--- config.mk ---
export PLATFORM = sky130hd
export DESIGN_NAME = countdown_timer
export DESIGN_NICKNAME = d
export VERILOG_FILES = /design/src/rtl/countdown_timer.sv
export SDC_FILE = /design/constraint.sdc
export NUM_CORES = 1
export LEC_CHECK = 0
export CAP_MARGIN = 20
export CORE_UTILIZATION = 41
export DETAILED_ROUTE_END_ITERATION = 6
export PLACE_DENSITY = 0.79
export SYNTH_ARGS = -nofsm -noshare
export SYNTH_HDL_FRONTEND = slang
export SYNTH_SLANG_ARGS = --single-unit
--- constraint.sdc ---
create_clock -name clk_1hz -period 1.5 [get_ports clk_1hz]
set_input_delay 0.225 -clock clk_1hz [delete_from_list [all_inputs] [get_ports clk_1hz]]
set_output_delay 0.225 -clock clk_1hz [all_outputs]
set_load 0.01 [all_outputs]
--- src/rtl/countdown_timer.sv ---
// Two-digit BCD round timer: loads START_BIG/START_SMALL on start and counts down once per clk_1hz edge.
// Optional low-time blink output is built only when COUNTDOWN_WARN_EN is defined.
module countdown_timer #(
  parameter int START_BIG   = 3,
  parameter int START_SMALL = 0,
  parameter int WARN_SECS   = 10
) (
  input  logic       clk_1hz,
  input  logic       rst,
  input  logic       start,
  input  logic       pause,
  output logic [3:0] small_second,
  output logic [2:0] big_second,
  output logic       running,
  output logic       time_up,
  output logic       expired,
  output logic       warn,
  output logic [1:0] fsm_state
);

  typedef enum logic [1:0] {
    IDLE    = 2'b00,
    RUN     = 2'b01,
    PAUSED  = 2'b10,
    EXPIRED = 2'b11
  } state_t;

  localparam logic [3:0] LOAD_SMALL = 4'(START_SMALL);
  localparam logic [2:0] LOAD_BIG   = 3'(START_BIG);
  localparam logic       LOAD_ZERO  = (START_BIG == 0) && (START_SMALL == 0);

  // Out-of-range parameters are rejected at elaboration.
  if (START_BIG < 0 || START_BIG > 5 || START_SMALL < 0 || START_SMALL > 9 ||
      WARN_SECS < 0 || WARN_SECS > 99) begin : g_bad_cfg
    $error("countdown_timer: parameter out of legal range");
  end

  state_t     state, state_nxt;
  logic [3:0] small_nxt;
  logic [2:0] big_nxt;
  logic       time_up_nxt;

  // Handshake-free block: start/pause are plain levels sampled on each rising edge.
  always_comb begin
    state_nxt   = state;
    small_nxt   = small_second;
    big_nxt     = big_second;
    time_up_nxt = 1'b0;
    if (start) begin
      small_nxt   = LOAD_SMALL;
      big_nxt     = LOAD_BIG;
      state_nxt   = LOAD_ZERO ? EXPIRED : RUN;
      time_up_nxt = LOAD_ZERO;
    end else begin
      case (state)
        RUN: begin
          if (pause) begin
            state_nxt = PAUSED;
          end else if (small_second != 4'd0 || big_second != 3'd0) begin
            if (small_second != 4'd0) begin
              small_nxt = small_second - 4'd1;
            end else begin
              small_nxt = 4'd9;
              big_nxt   = big_second - 3'd1;
            end
            if (small_nxt == 4'd0 && big_nxt == 3'd0) begin
              state_nxt   = EXPIRED;
              time_up_nxt = 1'b1;
            end
          end else begin
            state_nxt = EXPIRED;
          end
        end
        PAUSED: begin
          if (!pause) state_nxt = RUN;
        end
        default: ;
      endcase
    end
  end

  always_ff @(posedge clk_1hz or posedge rst) begin
    if (rst) begin
      state        <= IDLE;
      small_second <= LOAD_SMALL;
      big_second   <= LOAD_BIG;
      time_up      <= 1'b0;
    end else begin
      state        <= state_nxt;
      small_second <= small_nxt;
      big_second   <= big_nxt;
      time_up      <= time_up_nxt;
    end
  end

  assign running   = (state == RUN);
  assign expired   = (state == EXPIRED);
  assign fsm_state = state;

`ifdef COUNTDOWN_WARN_EN
  localparam logic [6:0] WARN_LIM = 7'(WARN_SECS);

  logic [6:0] cur_val, nxt_val;
  logic       cur_low, nxt_low;
  logic       warn_q, warn_nxt;

  always_comb begin
    cur_val = 7'(big_second) * 7'd10 + 7'(small_second);
    nxt_val = 7'(big_nxt) * 7'd10 + 7'(small_nxt);
    cur_low = (cur_val <= WARN_LIM);
    nxt_low = (nxt_val <= WARN_LIM);
    warn_nxt = 1'b0;
    case (state_nxt)
      EXPIRED: warn_nxt = 1'b1;
      PAUSED:  warn_nxt = nxt_low;
      // Blink only continues if the previous cycle was already a low-time RUN cycle.
      RUN:     warn_nxt = nxt_low && ((state == RUN && cur_low) ? ~warn_q : 1'b1);
      default: warn_nxt = 1'b0;
    endcase
  end

  always_ff @(posedge clk_1hz or posedge rst) begin
    if (rst) warn_q <= 1'b0;
    else     warn_q <= warn_nxt;
  end

  assign warn = warn_q;
`else
  assign warn = 1'b0;
`endif

endmodule

* Yosys cells after proc, flatten, opt, wreduce, memory -nomap -nowiden *
Cells that the tools add are included.

word-level totals
  bits in registers = 10
  output and inout port bits = 13

operators by class
  add/subtract/negate cells = 2
  eq/ne operators = 6
  multiplexer cells = 29
  reductions and logical operators = 11

operators with widths
  kind                 count
  $mux 4               9
  $mux 3               9
  $mux 2               5
  $reduce_and 3->1     2
  $reduce_bool 3->1    2
  $mux 1               5
  $ne 5x4->1 const B   1
  $eq 2x2->1 const B   2
  $logic_not 4->1      1
  $pmux 2 s2           1
  $reduce_bool 2->1    2
  $reduce_bool 4->1    1
  $sub 4x1->4 const B  1
  $logic_not 3->1      1
  $ne 3x3->1 const B   1
  $sub 3x1->3 const B  1
  $eq 2x1->1 const B   1
  $ne 2x2->1 const B   1
  $logic_and 1x1->1    1
  $logic_or 1x1->1     1

* Logic depth before layout (Yosys ltp) *
Gate-level depths: netlist of the first run.

  depth in word-level cells = 13
  mapped depth = 5
  mapped depth without buffers = 5

* Least setup slack after synthesis of the first run *
OpenSTA, ideal clock, no wires.

  path type = register to register
  start point = register big_second[0]
  end point = register small_second[3]
  library setup time = 0.079 ns
  arrival time = 1.457 ns
  required time = 1.421 ns
  path slack = -0.037 ns
  stages on the path, launching flop included = 6
  path buffers = 0
  period minus slack after synthesis = 1.537 ns
  cells stage by stage = dfstp_2 -> inv_1 -> ha_1 -> and2b_2 -> or3_1 -> mux2i_1

between the ends
  longest elaborated chain between the ends = 4

RTL lines
  element                             line  text
  from (decl)                         13    output logic [2:0] big_second,
  from (signal assigned)              91    big_second <= big_nxt;
  $reduce_bool 3->1                   59    end else if (small_second != 4'd0 || big_second != 3'd0) begin
  $logic_or 1x1->1                    59
  $reduce_bool 2->1 (no source line)  -
  $reduce_and 3->1 (no source line)   -
  to (signal assigned)                90    small_second <= small_nxt;
  to (decl)                           12    output logic [3:0] small_second,

Every way passes these cells.
A chain may end at the register's enable or synchronous reset.

* Worst setup path in the final report of the first run *
Same ends and word-level chain as after synthesis.

==> out/qor.txt, run 1 <==
multi-input combinational cell area -> 336.6 sq um
Critical Path, Cell by Cell -> inv_2, ha_4, and2b_2, or3_1, mux2i_1
Crit Path Category -> register to register
die area -> 1680 sq um
placed insts -> 105
CP Depth -> 5
Root Buffer -> clkbuf_4
GRT Total Usage -> 0.2266
Initial DRT Pass Iterations -> 5
I/O Buffers -> 15
Netlist cell types -> 34
yosys warns -> 0
final hold slack -> 0.2512 ns
run status -> finished, violations left
Final min period -> 1.542 ns
CP max-delay cell -> dfstp_2
Vias/cell -> 5.330
global-route wire length before repair -> 2449 um
Synth Instances -> 66
layout cells sized above 1 -> 0.3608
Rows -> 13
# H-tree levels -> 1
# diodes -> 0
delay-heaviest family, CP -> flip-flops
Critical R2R Launch -> big_second[0]
crit end category -> register
pre-CTS WS -> -0.2535 ns
Layout Cells excl Fill -> 112
failing checks -> negative setup slack
vias in the first global route -> 587
Worst EP arrival -> 1.73 ns
setup TNS -> -0.04154 ns
Synth Area in Simple Gates -> 0.3012
FF-to-FF End -> small_second[3]
adder-cell share of the synthesized area -> 0.04016
cell area after synthesis -> 623.1 sq um
Starting Density -> 0.4615
#FFs+latches synth -> 10
total gr overflow -> 0
sequential fraction of the synthesis area -> 0.4056
CTS Sinks -> 10
r2r setup slk -> -0.04 ns
Max Root-Sink Buffers -> 2
# nets final -> 104
register area -> 254.0 sq um
Hold Fails Final Rpt -> 0
Synth Area in Compound Gates -> 0.1205
largest family of logic cells by synthesized area -> simple AND/OR/NAND/NOR gates
CTS tree -> yes
clock slew at reported path FFs -> 0.07 ns
R2R cell count -> 5
Worst-Skew Late Latency -> 0.27 ns
Area Growth Syn to Fin -> 50.00%
Slew Limit Fails -> 0
Max Fanout on Critical Path -> 4
Via Count -> 597
GP Congestion -> 0.8244
Area after DPL -> 865.8 sq um
CP bufs+invs -> 1
fin util -> 0.6923
width of the die -> 40.99 um
Syn Area/Cell -> 9.441 sq um
Fin Clk Skew -> 0.004889 ns
critical path required time -> 1.69 ns
post-synthesis mux area share -> 0.04819
syn nets -> 72
unrepaired setup endpoints after global routing -> yes
# fillers -> 118
Synth Area in XOR/XNOR -> 0
max-cap check violation count -> 0
initial antenna violation count -> 0
startpoint types -> register
final wirelength -> 1550 um
# IOs -> 17
initial drt markers -> 7
Power Density -> 899.9 nW/um^2
drt drc -> 0
Placeable Area -> 1350 sq um
# setup viols final -> 1
Finished Cell Area -> 934.6 sq um
DPL Wire Length -> 1164 um
largest net degree at the start of global routing -> 11
CTS Buf Count -> 3
Tot Pwr -> 0.8411 mW
drt wl/cell -> 13.84 um
ANT nets after route -> 0
Die Y -> 40.99 um
PnR worst setup slack -> -0.04154 ns
Leak -> 0.4431 nW
Fmax -> 0.6487 GHz
crit share post-route -> 1.028
Hold Path Class -> input pin to asynchronous set/reset pin
Peak supply drop -> 0.0004568 V
Worst path max stage delay -> 0.55 ns
## cells by family (layout without fill, tap and decap cells)
group | count (synthesis) | after routing
compound gates | 13 | 13
fa+ha+maj | 2 | 2
buf+inv | 10 | 41
flops | 10 | 10
mux | 3 | 3
other cells | 1 | 1
simple gates | 27 | 27
## synth_stat cells
cell type | instances | share of area
buf_4 | 1 | 0.012
nor2_1 | 7 | 0.042
conb_1 | 1 | 0.0060
inv_1 | 6 | 0.036
nor3_2 | 1 | 0.016
a21o_1 | 1 | 0.012
nor3_1 | 1 | 0.0080
o31ai_1 | 2 | 0.024
clkbuf_1 | 2 | 0.012
and2b_2 | 2 | 0.028
nor4_1 | 1 | 0.010
nand4b_1 | 2 | 0.028
a21oi_1 | 6 | 0.048
o21ai_1 | 1 | 0.0080
nand3_1 | 1 | 0.0080
o21ai_0 | 2 | 0.016
or4_4 | 1 | 0.018
nor3_4 | 1 | 0.026
nand4_1 | 1 | 0.010
buf_6 | 1 | 0.018
nand3b_1 | 1 | 0.012
nor4_2 | 1 | 0.020
and2_2 | 1 | 0.012
nand2_1 | 1 | 0.0060
or3_1 | 1 | 0.010
ha_1 | 2 | 0.040
dfstp_2 | 2 | 0.084
a211oi_1 | 1 | 0.012
or3b_1 | 1 | 0.014
mux2i_1 | 3 | 0.048
nor3b_1 | 1 | 0.012
or2_2 | 1 | 0.010
nor2b_1 | 1 | 0.010
dfrtp_1 | 8 | 0.32
## layer usage
| metal | vias up | share of wire | track usage |
|---|---|---|---|
| met5 | - | 0 | 0 |
| met4 | 0 | 0.019 | 0.08333 |
| met3 | 5 | 0.045 | 0.05435 |
| met2 | 17 | 0.51 | 0.4063 |
| met1 | 286 | 0.42 | 0.2541 |
| li1 | 289 | - | - |
## state kept, by name (all words and copies together), names as in the netlist
register / flops
fsm_state: 2
small_second: 4
big_second: 3
time_up: 1
## final cells by class
| type | count | share of cell area |
|---|---|---|
| Multi-Input combinational cell | 46 | 0.3601 |
| Timing Repair Buffer | 31 | 0.2851 |
| Sequential cell | 10 | 0.2718 |
| Clock buffer | 4 | 0.03882 |
| Inverter | 6 | 0.02410 |
| Tap cell | 15 | 0.02008 |
## worst max path at each step
stage	from	endpoint	slack, ns
floorplan	big_second[0]	small_second[3]	0.006
global placement	pause	big_second[0]	-0.18
detailed placement	pause	big_second[0]	-0.25
CTS	big_second[0]	small_second[3]	-0.03
global route	big_second[0]	small_second[3]	-0.12
finish	big_second[0]	small_second[3]	-0.04
## report_power, final
group / internal, mW / total [mW] / switching, mW / leakage (nW)
Sequential: 0.294 / 0.314 / 0.0201 / 0.125
Combinational: 0.148 / 0.276 / 0.128 / 0.297
Clock: 0.148 / 0.251 / 0.103 / 0.0210
## timing repair
action                                  in CTS  in global routing
cloned                                       0                  0
resized for setup                           11                  3
setup buffers                                2                  1
pin swaps                                    2                  1
hold buffers                                 0                  0
endpoints found under the setup margin      10                  6
## layout by cell type (no fill, tap or decap), types with 2 or more instances in the layout
cell type and n:
clkdlybuf4s50_1 7, buf_4 16, dfstp_2 2, o21ai_0 2
mux2i_1 3, and2b_2 2, clkdlybuf4s15_1 2, clkbuf_4 3
inv_1 4, dlygate4sd2_1 5, dfrtp_1 7, inv_2 2
nor2_1 7, a21oi_1 6, o31ai_1 2, nand4b_1 2
Note: power is estimated with default switching activity, not from simulation.
==> run 2: changes to the inputs <==
- ABC_AREA: unset -> 1
- CORE_UTILIZATION: 41 -> 44
- CTS_BUF_LIST: unset -> sky130_fd_sc_hd__clkbuf_8
- PLACE_DENSITY: 0.79 -> 0.83
==> run 2 against run 1 <==
The run still ends with negative setup slack left. Synthesized cell count is 30% higher. Utilization is 0.28 points higher. Combinational power grew to 3.6 times the previous value. Critical path depth is 5 higher. Via count is 3.7% higher. Sequential share of layout area is 0.085 points higher. Sequential power is 45% higher. Worst setup slack worse by 0.027 ns. Area after synthesis is 4.8% higher. Register-to-register slack worse by 0.03 ns. Maximum frequency is 1.7% lower. Critical path type unchanged. Critical endpoint is now fsm_state[0]. Largest cell class unchanged. Largest power group is now combinational logic. Highest routed layer unchanged.
==> out/qor.txt, run 2 <==
CTS Sinks -> 10 (unchanged)
Max Fanout on Critical Path -> 3 (-1)
max reg flops -> 4 (unchanged)
final wirelength -> 1517 um (-2.1%)
Hold Fails Final Rpt -> 0 (unchanged)
Starting Density -> 0.4897 (+0.02814)
most frequent cell after synthesis -> nand2_1
yosys warns -> 0 (unchanged)
# diodes -> 0 (unchanged)
Slew Limit Fails -> 0 (unchanged)
startpoint types -> register
CTS tree -> yes
GR Util met3 -> 0.08333 (+0.02899)
# setup viols final -> 2 (+1)
Worst EP arrival -> 1.69 ns (-0.04 ns)
max-cap check violation count -> 0 (unchanged)
largest cells by area after synthesis -> dfrtp_1 31%, nand2_1 11%, inv_1 9.2%
Syn Area/Cell -> 7.594 sq um (-20%)
clock power share -> 0.190 (-0.108)
met2 Usage GRT -> 0.3770 (-0.02927)
die area -> 1642 sq um (-2.2%)
area leader, netlist -> dfrtp_1
cell area after synthesis -> 653.1 sq um (+4.8%)
unrepaired setup endpoints after global routing -> yes
GRT Total Usage -> 0.2294 (+0.002751)
largest family of logic cells by synthesized area -> simple AND/OR/NAND/NOR gates
crit end category -> register
placed insts -> 117 (+11%)
synth cell count leaders -> 19 x nand2_1, 16 x inv_1, 8 x dfrtp_1, 8 x nor2_1, 6 x nand2_2
failing checks -> negative setup slack
ANT nets after route -> 0 (unchanged)
vias in the first global route -> 577 (-1.7%)
CTS Buf Count -> 3 (unchanged)
M1 GR Usage -> 0.2736 (+0.01952)
global-route wire length before repair -> 2394 um (-2.2%)
Power Density -> 1915 nW/um^2 (+110%)
final hold slack -> 0.2637 ns (+0.01247 ns)
Synth Area in Simple Gates -> 0.3525 (+0.05129)
GP Congestion -> 0.8656 (+5.0%)
largest net degree at the start of global routing -> 11 (unchanged)
run status -> finished, violations left
initial drt markers -> 20 (+13)
Crit Path Category -> register to register
Switch Pwr -> 0.7599 mW (+200%)
DPL Wire Length -> 1139 um (-2.1%)
clock slew at reported path FFs -> 0.05 ns (-0.02 ns)
Netlist cell types -> 20 (-41%)
fraction of registers with async set/reset -> 1.000 (unchanged)
Synth Area in Compound Gates -> 0.09962 (-0.02087)
Post-synth EDFFs -> 0 (unchanged)
#FFs+latches synth -> 10 (unchanged)
Synth Area in XOR/XNOR -> 0.01341 (+0.01341)
Initial DRT Pass Iterations -> 4 (-1)
Fin Clk Skew -> 0.004605 ns (-0.0002842 ns)
most frequent cells in the layout -> 17 x nand2_1, 13 x inv_1, 10 x clkdlybuf4s50_1
Max Root-Sink Buffers -> 2 (unchanged)
# IOs -> 17 (unchanged)
Leak -> 0.4589 nW (+3.6%)
PnR worst setup slack -> -0.06880 ns (-0.02725 ns)
Peak supply drop -> 0.001164 V (+150%)
Layout Cells excl Fill -> 124 (+11%)
# nets final -> 116 (+12%)
Pint -> 1.016 mW (+72%)
Via Count -> 619 (+3.7%)
Worst-Skew Late Latency -> 0.24 ns (-0.03 ns)
syn nets -> 92 (+28%)
top-area cell type share of the netlist area -> 0.3065 (-0.01477)
setup TNS -> -0.1334 ns (-0.09189 ns)
Sw Ratio -> 0.4280 (+0.1291)
sequential fraction of the synthesis area -> 0.3870 (-0.01865)
Die Y -> 40.53 um (-1.1%)
most common library cell in the layout ignoring fill and taps -> nand2_1
pre-CTS WS -> -0.04904 ns (+0.2045 ns)
drt wl/cell -> 12.23 um (-12%)
post-synthesis mux area share -> 0 (-0.04819)
crit share post-route -> 1.046 (+0.01817)
layout cells sized above 1 -> 0.2752 (-0.08560)
most used routing layer in global routing -> met2
Vias/cell -> 4.992 (-6.3%)
critical path required time -> 1.62 ns (-0.07 ns)
Synth Instances -> 86 (+30%)
Fmax -> 0.6374 GHz (-1.7%)
width of the die -> 40.53 um (-1.1%)
Top reg by flops -> small_second
Final min period -> 1.569 ns (+0.02725 ns)
I/O Buffers -> 15 (unchanged)
combinational share of power -> 0.555 (+0.227)
Hold Path Class -> input pin to asynchronous set/reset pin
Rows -> 13 (unchanged)
total gr overflow -> 0 (unchanged)
Seq pwr share -> 0.256 (-0.118)
Placeable Area -> 1334 sq um (-1.2%)
initial antenna violation count -> 0 (unchanged)
Root Buffer -> clkbuf_8
drt drc -> 0 (unchanged)
# H-tree levels -> 1 (unchanged)
Top FF cell, synth -> dfrtp_1
adder-cell share of the synthesized area -> 0.03831 (-0.001846)
Area Growth Syn to Fin -> 41.95%
## run 2: cell types whose count changed after synthesis, moves of 2 or more
cell,previous run,this run
nand2_1,1,19
inv_1,6,16
nand2_2,0,6
a21oi_1,6,1
nor2_4,0,4
mux2i_1,3,0
o21ai_0,2,5
and2b_2,2,0
clkbuf_1,2,0
nand3_1,1,3
nand4b_1,2,0
o211ai_1,0,2
o22ai_1,0,2
## run 2: timing repair
action,in CTS,in global routing
setup buffers,2,1
setup endpoints to repair,7,9
pin swaps,1,4
hold buffers,0,0
gates resized for setup,5,7
## run 2: layer usage
layer,vias to the layer above,routed length [um]
met5,-,0
met4,0,23
met3,4,60
met2,17,741
met1,283,693
li1,315,-
## run 2: critical path: stages (launching register included)
cell and delay, ns:
dfstp_2 0.53, inv_2 0.06, ha_4 0.25, nand3b_1 0.12
nand2_2 0.08, nor2_4 0.09, nand2_2 0.06, nand2_2 0.08
nand2_2 0.06, nand2_1 0.07, nand2_1 0.05
## run 2: area by class of cell
type | count | area [sq um]
Clock buffer | 4 | 55.05
Fill cell | 112 | 406.6
Timing Repair Buffer | 20 | 185.2
Sequential cell | 10 | 252.7
Tap cell | 15 | 18.77
Inverter | 16 | 60.06
Multi-Input combinational cell | 59 | 355.3
## run 2: worst paths after layout
path,startpoint,endpoint,slack [ns],cells after the start
setup / recovery,big_second[1],fsm_state[0],-0.07,10
hold / removal,rst,fsm_state[1],0.26,2
setup reg to reg,big_second[1],fsm_state[0],-0.07,10
hold reg to reg,fsm_state[1],fsm_state[1],0.54,2
max in group asynchronous,rst,big_second[0],0.92,2
min in group clk_1hz,fsm_state[1],fsm_state[1],0.54,2
## run 2: cell families after synthesis
| family | count (synthesis) |
|---|---|
| AOI/OAI and AO/OA | 11 |
| xor gates and xnor gates | 1 |
| adders and majority gates | 2 |
| DFF | 10 |
| other | 1 |
| buffers and inverters | 17 |
| and+or+nand+nor | 44 |
## run 2: power by group through the flow
stage	clock [mW]	combinational [mW]	sequential [mW]
final	0.337	0.985	0.454
after global routing	0.357	1.09	0.470
after CTS	0.341	0.941	0.453
after detailed placement	0	0.930	0.462
after global placement	0	0.904	0.457
after floorplan	0	0.518	0.502
## run 2: per-stage QoR
stage,utilization,area (sq um),power (mW)
4_1_cts,0.6707,894.6,1.735
2_1_floorplan,-,653.1,1.019
3_3_place_gp,0.6220,829.5,1.361
5_1_grt,0.6951,927.1,1.916
3_5_place_dp,0.6220,829.5,1.392
6_report,0.6951,927.1,1.775
==> run 3: changes to the inputs <==
- CORE_UTILIZATION: 44 -> 45
- GPL_TIMING_DRIVEN: unset -> 0
- PLACE_DENSITY: 0.83 -> 0.82
- clock period: 1.5 -> 1.95 ns (I/O delays scaled with it)
==> run 3 against run 2 <==
The flow now finishes without violations. Utilization fell by 3.7 points. First-iteration DRC count fell by 20%. Critical path depth fell by 6. Clock-buffer cell count fell by 1. Combinational power fell by 30%. Clock power fell by 35%. Cell area fell by 6.5%. Worst setup slack improved by 0.32 ns. Worst hold slack improved by 0.075 ns. Clock skew rose by 0.0012 ns.
==> out/qor.txt, run 3 (synthesis results as in run 2) <==
run status -> finished clean
Crit Path Category -> register to output pin
CTS Sinks -> 10 (unchanged)
M1 GR Usage -> 0.2630 (-0.01067)
CP max-delay cell -> clkdlybuf4s50_1
met2 Usage GRT -> 0.3266 (-0.05037)
Initial DRT Pass Iterations -> 4 (unchanged)
die area -> 1608 sq um (-2.1%)
crit end category -> output pin
Peak supply drop -> 0.0007836 V (-33%)
Worst-Skew Late Latency -> 0.24 ns (about the same)
Root Buffer -> clkbuf_8
Critical R2R Launch -> big_second[0]
crit share post-route -> 0.8722
GP Congestion -> 0.8209 (-5.2%)
Die Y -> 40.10 um (-1.1%)
Sw Ratio -> 0.4299 (+0.001893)
Fin Clk Skew -> 0.005777 ns (+0.001173 ns)
Hold Path Class -> input pin to asynchronous set/reset pin
vias in the first global route -> 539 (-6.6%)
Worst EP arrival -> 1.41 ns (-0.28 ns)
initial drt markers -> 16 (-20%)
Hold-fix buffers, CTS -> 0 (unchanged)
I/O Buffers -> 15 (unchanged)
Final min period -> 1.701 ns
Starting Density -> 0.4957 (+0.006045)
layout cells sized above 1 -> 0.1619 (-0.1133)
max-cap check violation count -> 0 (unchanged)
most used routing layer in global routing -> met2
drt wl/cell -> 11.69 um (-4.4%)
setup TNS -> 0 ns (+0.1334 ns)
Pint -> 0.7239 mW (-29%)
GR Util met3 -> 0.05556 (-0.02778)
Power Density -> 1464 nW/um^2 (-24%)
clock power share -> 0.172 (-0.018)
total gr overflow -> 0 (unchanged)
max reg flops -> 4 (unchanged)
Top reg by flops -> small_second
CP startpoint -> fsm_state[1]
unrepaired setup endpoints after global routing -> no
max_slew headroom -> 0.6687
Via Count -> 616 (-0.48%)
Switch Pwr -> 0.5459 mW (-28%)
Slew @ Worst Pin -> 0.4928 ns
post-CTS sizing -> 0 (-5)
clock slew at reported path FFs -> 0.05 ns (about the same)
largest net degree at the start of global routing -> 11 (unchanged)
# IOs -> 17 (unchanged)
most common library cell in the layout ignoring fill and taps -> nand2_1
r2r setup slk -> 0.28 ns (+0.35 ns)
most frequent cells in the layout -> 19 x nand2_1, 17 x inv_1, 15 x clkdlybuf4s50_1
combinational share of power -> 0.545 (-0.010)
Slew Limit Fails -> 0 (unchanged)
Vias/cell -> 5.133 (+2.8%)
delay-heaviest family, CP -> buffers and inverters
Leak -> 0.4259 nW (-7.2%)
Hold Fails Final Rpt -> 0 (unchanged)
Fmax -> 0.5880 GHz
startpoint types -> register
DPL Wire Length -> 1063 um (-6.7%)
CP bufs+invs -> 3 (+2)
Max Fanout on Critical Path -> 4 (+1)
Tot Pwr -> 1.270 mW (-28%)
drt drc -> 0 (unchanged)
critical path required time -> 1.66 ns (+0.04 ns)
global-route wire length before repair -> 2208 um (-7.8%)
Worst path max stage delay -> 0.53 ns (about the same)
most used cell along the critical path -> inv_1
Critical Path, Cell by Cell -> inv_1, nand2_1, inv_1, clkdlybuf4s50_1
# nets final -> 112 (-3.4%)
width of the die -> 40.10 um (-1.1%)
# diodes -> 0 (unchanged)
Rows -> 13 (unchanged)
Placeable Area -> 1318 sq um (-1.2%)
GRT Total Usage -> 0.2124 (-0.01699)
Setup Buffers After CTS -> 0 (-2)
initial antenna violation count -> 0 (unchanged)
# H-tree levels -> 1 (unchanged)
Area Growth Syn to Fin -> 32.76%
ANT nets after route -> 0 (unchanged)
CTS tree -> yes
Max Root-Sink Buffers -> 2 (unchanged)
Seq pwr share -> 0.283 (+0.027)
# setup viols final -> 0 (-2)
final wirelength -> 1403 um (-7.5%)
CTS Buf Count -> 3 (unchanged)
-- run 3: cell type report --
class                   count  area (sq um)
clock inverters             1         3.754
multi-input cells          59         332.8
well taps                  15         18.77
fillers                   108         450.4
plain buffers               1         7.507
repair buffers             15         150.1
clock buffers               3         41.29
flip-flops and latches     10         252.7
inverters                  16         60.06
-- run 3: layer usage --
metal  share of wire  vias to the layer above
met4           0.024                        0
met5               0                        -
li1                -                      307
met3           0.040                        7
met2            0.47                       20
met1            0.46                      282
-- run 3: through the flow --
| stage | instances | instance area (sq um) | util | hold slack [ns] | worst slack (ns) |
|---|---|---|---|---|---|
| after floorplan | 86 | 653.1 | - | 0.1312 | 0.4134 |
| after global placement | 116 | 822.0 | 0.6239 | 0.5112 | 0.3762 |
| after detailed placement | 116 | 822.0 | 0.6239 | 0.5174 | 0.3097 |
| after CTS | 120 | 867.1 | 0.6581 | 0.3428 | 0.2474 |
| after global routing | 120 | 867.1 | 0.6581 | 0.3636 | 0.1822 |
| final | 120 | 867.1 | 0.6581 | 0.3384 | 0.2492 |
-- run 3: power groups by stage --
stage | clock network [mW] | registers [mW] | logic [mW]
after global placement | 0 | 0.360 | 0.662
final | 0.218 | 0.359 | 0.693
after global routing | 0.237 | 0.367 | 0.753
after CTS | 0.223 | 0.360 | 0.690
after detailed placement | 0 | 0.363 | 0.682
after floorplan | 0 | 0.384 | 0.400
-- run 3: final timing paths --
path,endpoint,cells past startpoint
max in group asynchronous,big_second[0],2
max reg2reg,fsm_state[0],9
min in group clk_1hz,big_second[0],2
min reg2reg,big_second[0],2
max,running,4
min,big_second[2],2
==> edit, RTL diff (config.mk and constraints of run 2) <==
The option `COUNTDOWN_WARN_EN` is turned on by a define.
--- a/src/rtl/countdown_timer.sv
+++ b/src/rtl/countdown_timer.sv
@@ -1,5 +1,7 @@
 // Two-digit BCD round timer: loads START_BIG/START_SMALL on start and counts down once per clk_1hz edge.
 // Optional low-time blink output is built only when COUNTDOWN_WARN_EN is defined.
+`define COUNTDOWN_WARN_EN
+
 module countdown_timer #(
   parameter int START_BIG   = 3,
   parameter int START_SMALL = 0,
Function: same outputs for any inputs over 10 cycles, from zero or initial values and one cycle with rst high; that may be too few to reach the edited logic, so the function may still have changed.
==> edit against run 2 <==
- the run now fails in global routing
- synthesized cell count grew 98%
- area after synthesis grew 84%
==> edit: results (changes against run 2) <==
Outcome
  • Outcome: stopped before the end (was finished with violations)
  • Halt Stage: global routing
  • First error: [ERROR DPL-0033] detailed placement checks failed during check placement.

CTS
  • Max clock buf depth: 2 (unchanged)
  • H-tree Lvls: 1 (unchanged)
  • Sink Count: 11 (was 10)
  • Num CTS Buffers: 3 (unchanged)
  • Root Driver: clkbuf_8 (unchanged)

Placed design
  • GPL Wtd Cong: 0.871 (was 0.866)
  • Post-DP Area: 0.00178 mm² (was 830 µm²)
  • Dpl ws: -1.43 ns (was -0.0490 ns)
  • Detailed placement HPWL: 2810 µm (was 1140 µm)
  • IO buf count: 16 (was 15)

STA
  • Kind of the worst endpoint: sequential cell input
  • GR repair worst EP: warn$_DFF_PP0_/D

Global route
  • Initial antenna violation count: 0
  • Pin count of the biggest net entering global routing: 12

Logic synthesis
  • Seq/Total Area, Yosys: 23.1% (was 38.7%)
  • Top cells by area, synth: ha_1 20%, dfrtp_1 19%, nand2_1 12%, inv_1 10%, dfstp_2 4.4% (was dfrtp_1 31%, nand2_1 11%, inv_1 9.2%, dfstp_2 8.0%, nor2_4 6.9%)
  • Synthesized net count: 195 (was 92)
  • Most instantiated cells after synthesis: 39 x nand2_1, 32 x inv_1, 19 x ha_1, 12 x nor2_1, 10 x nand3_1 (was 19 x nand2_1, 16 x inv_1, 8 x dfrtp_1, 8 x nor2_1, 6 x nand2_2)
  • Ys flop type: dfrtp_1 (unchanged)
  • Avg Inst Size Synth: 7.09 µm² (was 7.59 µm²)
  • Syn. warnings: 0 (unchanged)
  • Async S/R FF share, synth: 100% (unchanged)
  • Post-synth cell types: 31 (was 20)
edit: changes by cell type after synthesis, sizes merged, moves of 3 or more:
cell	run 2	this run
a21oi	1	9
ha	2	19
inv	16	33
nand2	26	43
nand3	3	11
nor2	12	17
o21ai	5	8
edit: stage by stage:
step	instances	setup TNS, ns
2_1_floorplan	170	-1.48
3_3_place_gp	257	-2.49
3_5_place_dp	257	-2.96
4_1_cts	270	-2.53
edit: kinds of logic after synthesis:
| group | after synthesis | share of synthesized area, % |
|---|---|---|
| compound gates | 23 | 10.9 |
| simple gates | 79 | 30.9 |
| xor+xnor | 2 | 1.45 |
| fa+ha+maj | 21 | 23.1 |
| buf+inv | 34 | 10.6 |
| flops | 11 | 23.1 |
edit: timing repair:
item / in CTS
setup endpoints to repair: 16
buffers inserted: 9
hold buffers: 0
resized for setup: 47
pin swaps: 20
